$ cat src/rtl/rv_g_instenc.sv
// RV32 base-format instruction encoder with a small output FIFO and an error counter.
// Illegal field combinations still produce a word (code 0, err 1), so output order is preserved.
module rv_g_instenc #(
   parameter int unsigned FIFO_DEPTH = 2,
   parameter int unsigned ERR_CNT_W  = 16
) (
   input  logic                 clk_i,
   input  logic                 arst_ni,
   input  logic                 in_valid_i,
   output logic                 in_ready_o,
   input  logic [2:0]           fmt_i,
   input  logic [6:0]           opcode_i,
   input  logic [2:0]           funct3_i,
   input  logic [6:0]           funct7_i,
   input  logic [4:0]           rd_i,
   input  logic [4:0]           rs1_i,
   input  logic [4:0]           rs2_i,
   input  logic [31:0]          imm_i,
   output logic                 out_valid_o,
   input  logic                 out_ready_i,
   output logic [31:0]          code_o,
   output logic                 err_o,
   output logic [ERR_CNT_W-1:0] err_cnt_o
);

   localparam int unsigned PtrW = $clog2(FIFO_DEPTH);
   localparam int unsigned CntW = $clog2(FIFO_DEPTH + 1);
   localparam logic [CntW-1:0] FullCnt = CntW'(FIFO_DEPTH);

   localparam logic signed [31:0] Imm12Min = -32'sd2048;
   localparam logic signed [31:0] Imm12Max = 32'sd2047;
   localparam logic signed [31:0] BrMin    = -32'sd4096;
   localparam logic signed [31:0] BrMax    = 32'sd4094;
   localparam logic signed [31:0] JmpMin   = -32'sd1048576;
   localparam logic signed [31:0] JmpMax   = 32'sd1048574;

   logic signed [31:0]   imm_s;
   logic [31:0]          enc_code;
   logic                 enc_err;
   logic                 push, pop;
   logic [CntW-1:0]      cnt_q, cnt_d;
   logic [PtrW-1:0]      wptr_q, wptr_d, rptr_q, rptr_d;
   logic [ERR_CNT_W-1:0] err_cnt_q, err_cnt_d;
   logic                 rdy_q;
   logic [32:0]          mem_q [FIFO_DEPTH];
   logic [32:0]          head;

   assign imm_s = $signed(imm_i);

   always_comb begin
      enc_code = '0;
      enc_err  = 1'b0;
      case (fmt_i)
         3'd0: enc_code = {funct7_i, rs2_i, rs1_i, funct3_i, rd_i, opcode_i};
         3'd1: begin
            enc_err  = (imm_s < Imm12Min) || (imm_s > Imm12Max);
            enc_code = {imm_i[11:0], rs1_i, funct3_i, rd_i, opcode_i};
         end
         3'd2: begin
            enc_err  = (imm_s < Imm12Min) || (imm_s > Imm12Max);
            enc_code = {imm_i[11:5], rs2_i, rs1_i, funct3_i, imm_i[4:0], opcode_i};
         end
         3'd3: begin
            enc_err  = (imm_s < BrMin) || (imm_s > BrMax) || imm_i[0];
            enc_code = {imm_i[12], imm_i[10:5], rs2_i, rs1_i, funct3_i, imm_i[4:1], imm_i[11],
                        opcode_i};
         end
         3'd4: begin
            enc_err  = (imm_i[11:0] != 12'd0);
            enc_code = {imm_i[31:12], rd_i, opcode_i};
         end
         3'd5: begin
            enc_err  = (imm_s < JmpMin) || (imm_s > JmpMax) || imm_i[0];
            enc_code = {imm_i[20], imm_i[10:1], imm_i[11], imm_i[19:12], rd_i, opcode_i};
         end
         default: enc_err = 1'b1;
      endcase
      if (enc_err) enc_code = '0;
   end

   // Ready depends only on registered state; rdy_q holds it low until the first edge after reset.
   assign in_ready_o  = rdy_q && (cnt_q < FullCnt);
   assign out_valid_o = (cnt_q != '0);
   assign push        = in_valid_i && in_ready_o;
   assign pop         = out_valid_o && out_ready_i;
   assign head        = mem_q[rptr_q];
   assign code_o      = out_valid_o ? head[32:1] : '0;
   assign err_o       = out_valid_o ? head[0] : 1'b0;
   assign err_cnt_o   = err_cnt_q;

   always_comb begin
      cnt_d     = cnt_q;
      wptr_d    = wptr_q;
      rptr_d    = rptr_q;
      err_cnt_d = err_cnt_q;
      if (push) wptr_d = wptr_q + PtrW'(1);
      if (pop)  rptr_d = rptr_q + PtrW'(1);
      if (push && !pop)      cnt_d = cnt_q + CntW'(1);
      else if (!push && pop) cnt_d = cnt_q - CntW'(1);
      if (push && enc_err && (err_cnt_q != '1)) err_cnt_d = err_cnt_q + ERR_CNT_W'(1);
   end

   always_ff @(posedge clk_i or negedge arst_ni) begin
      if (!arst_ni) begin
         cnt_q     <= '0;
         wptr_q    <= '0;
         rptr_q    <= '0;
         err_cnt_q <= '0;
         rdy_q     <= 1'b0;
      end else begin
         cnt_q     <= cnt_d;
         wptr_q    <= wptr_d;
         rptr_q    <= rptr_d;
         err_cnt_q <= err_cnt_d;
         rdy_q     <= 1'b1;
      end
   end

   // Storage needs no reset: outputs are gated by occupancy.
   always_ff @(posedge clk_i) begin
      if (push) mem_q[wptr_q] <= {enc_code, enc_err};
   end

endmodule

$ cat config.mk
export PLATFORM = sky130hd
export DESIGN_NAME = rv_g_instenc
export DESIGN_NICKNAME = d
export VERILOG_FILES = /design/src/rtl/rv_g_instenc.sv
export SDC_FILE = /design/constraint.sdc
export NUM_CORES = 1
export LEC_CHECK = 0
export BUFFER_PORTS_ARGS = -buffer_cell sky130_fd_sc_hd__buf_2
export CORE_MARGIN = 2
export CORE_UTILIZATION = 48
export DETAILED_ROUTE_END_ITERATION = 8
export GPL_ROUTABILITY_DRIVEN = 0
export PLACE_DENSITY = 0.77
export SYNTH_ARGS = -nofsm -noshare
export SYNTH_HDL_FRONTEND = slang
export SYNTH_SLANG_ARGS = --single-unit
$ cat constraint.sdc
create_clock -name clk_i -period 2.6 [get_ports clk_i]
set_input_delay 0.39 -clock clk_i [delete_from_list [all_inputs] [get_ports clk_i]]
set_output_delay 0.39 -clock clk_i [all_outputs]
set_load 0.05 [all_outputs]
==> key figures <==
STA
  • Setup TNS: 0 ns
  • Fin crit share: 0.8619
  • Final setup viols: 0
  • Max Slew Vio Count: 0
  • Fin Clk Skew: approximately 0.009 ns
  • Final Hold Fails: 0
  • Final WS setup: about 0.36 ns
  • Unrepaired setup endpoints after global routing: false
  • Maximum clock rate: 0.4462 GHz
  • Clock period minus worst slack: between 2 and 2.5 ns
  • Tightest Pin Transition: 0.5722 ns
  • Slew headroom: 0.6150

Cells and area
  • Most frequent cells in the layout: buf_2, edfxtp_1, nor2_1
  • Layout cell share with drive strength beyond 1: 0.3611
  • Design area: 5469 um^2
  • N_diodes: 0
  • NumNets Final: 572
  • Final Non-Filler Cells: 615
  • Layout area overhead: 22.82%
  • Most common cell after layout, fill and taps aside: buf_2

Die
  • Die Width: 100.3 um
  • Die area: 10060 um^2
  • Initial cell density of the core: 0.4889
  • Core area: 9109 um^2
  • FP Rows: 35
  • Io pins: 122
  • Die Y: 100.3 um

Worst setup path
  • Worst setup EP type: register
  • Crit-path cells: ha_1 -> nand3_1 -> nor4_1 -> nand4_1 -> nand3_1 -> nor2_1 -> mux2_1
  • Startpoint Class: register
  • Cell repeated most along the worst path: nand3_1
  • Arrival @ worst endpoint: 2.49 ns
  • WP data required: 2.84 ns
  • Slowest stage cell on the critical path: nor4_1
  • CP peak stage delay: 0.55 ns
  • Crit Path Max Fanout: 7
  • Critical path type: register to register

Placement
  • Placed Instances: 598
  • Area after DPL: 5249 um^2
  • HPWL Detailed: between 7000 and 8000 um
  • Port buffer count: about 120
  • Post-Place Setup Slack: ~0.20 ns

Detailed routing
  • Via count: 3477
  • DRT Wirelength: 10200 um
  • WL per Instance: 16.59 um
  • Vias per inst: 5.654
  • Drt initial violations: 163
  • Remaining DRCs: 0
  • DRT Pass-1 Iters: 5
  • Routed Antenna Nets: 0

Clock network
  • CTS tree: built
  • Clk root buf: clkbuf_8
  • Skew-Pair Late Insertion Delay: 0.35 ns
  • Clock Pin Slew Worst Setup and Hold Paths: roughly 0.10 ns
  • Clock buffer depth: 2
  • CTS buffer count: 9
  • Hold buffers post-CTS: 1
  • Num Clock Sinks: 87
  • Post-CTS sizing: 0
  • H-tree depth: 3
  • # Post-CTS Setup Buffers: 0

Yosys
  • Yosys cell types: 49
  • Synth async-reset ratio: 0.2414
  • Mapped Nets: 445
  • Syn_area_per_cell: 11.97 um^2
  • Post-synth EDFFs: 66
  • Post-synth top area share: 0.4451
  • Leading area contributor after synthesis: edfxtp_1
  • Yosys warning total: 0
  • Sequential share of the synthesized area: 0.5631
  • Prevailing post-synth register cell: edfxtp_1
  • Flop and latch count out of synthesis: 87
  • Synth Cell Area: roughly 4500 um^2
  • Mapped Cells: 372
  • Synth top area cells: edfxtp_1, dfrtp_1, mux2i_1

GRT
  • GRT Util Overall: 0.2074
  • Grt ovf: 0
  • Antenna violations before repair: 0
  • Global-route wire length before repair: 16240 um
  • Largest net degree at the start of global routing: 35
  • Number of global-route vias before repair: 3386

Power and ir drop
  • Pleak: 2.382 nW
  • PD cells: 935.5 nW/um^2
  • VDD IR max: 0.0006545 V

Outcome
  • Status: complete, no violations

Run
  • Max cap viols: 0

Hold path
  • Hold Crit Class: input pin to register
## stage by stage
step           hold slack, ns  utilization  total power, W
6_report               0.3112       0.6004        0.005116
5_1_grt                0.3282       0.6004        0.005353
4_1_cts                0.3075       0.6004        0.005163
3_5_place_dp           0.3703       0.5762        0.004184
3_3_place_gp           0.3634       0.5762        0.004150
2_1_floorplan         0.09441            -        0.003561
## path summary, 6_finish.rpt
check	from	end	slack (ns)	cells after the start
max in group asynchronous	arst_ni	rptr_q	1.75	2
min in group asynchronous	arst_ni	err_cnt_o[8]	0.51	2
setup reg to reg	err_cnt_o[0]	err_cnt_o[1]	0.36	7
hold reg to reg	err_cnt_o[9]	err_cnt_o[9]	0.52	1
setup / recovery	err_cnt_o[0]	err_cnt_o[1]	0.36	7
hold / removal	out_ready_i	rptr_q	0.31	3
## flip-flops by register name (all words and copies together), names as in the netlist
name	flops
cnt_q	2
err_cnt_o	16
mem_q	66
rdy_q	1
rptr_q	1
wptr_q	1
## cell families after synthesis
kind of cell,Yosys count,share of synthesized area
xor gates and xnor gates,20,0.03934
buffers and inverters,26,0.03090
and+or+nand+nor,147,0.1835
AOI/OAI and AO/OA,46,0.07896
adders and majority gates,2,0.005619
DFF,87,0.5631
muxes,43,0.09778
other,1,0.0008421
## Yosys cell counts, drive strengths merged (9+ instances only)
cell and number:
nand4 12, a22oi 27, nor3 13, xor2 16
edfxtp 66, mux2i 39, dfrtp 21, nand2 9
clkbuf 13, nor2b 11, nor4 10, nor2 73
## cell type report
type	count	area [um^2]
Sequential cell	87	2509
Inverter	5	18.77
Fill cell	783	3640
Timing Repair Buffer	137	765.7
Clock inverter	7	86.33
Multi-Input combinational cell	259	1827
Clock buffer	9	123.9
Tap cell	111	138.9
## critical path, delay by kind of cell, from the launching register on
family                   cells  cell delay (ns)
AND/OR/NAND/NOR              5             1.20
flip-flops                   1             0.42
multiplexers                 1             0.32
adder cells (fa/ha/maj)      1             0.19
## power breakdown
part	switching, W	internal (W)
logic	0.00169	0.000646
registers	0.000127	0.00167
clock network	0.000521	0.000466
total	0.00234	0.00278
## routing by layer
| metal | vias to the layer above | share of wire | wire, um | global-route usage |
|---|---|---|---|---|
| met3 | 22 | 0.075 | 763 | 0.03552 |
| met5 | - | 0 | 0 | 0 |
| li1 | 1637 | - | - | - |
| met1 | 1653 | 0.42 | 4240 | 0.2739 |
| met4 | 0 | 0.024 | 244 | 0.06955 |
| met2 | 165 | 0.49 | 4955 | 0.3485 |
No activity file was read; power rests on OpenSTA's default activity.
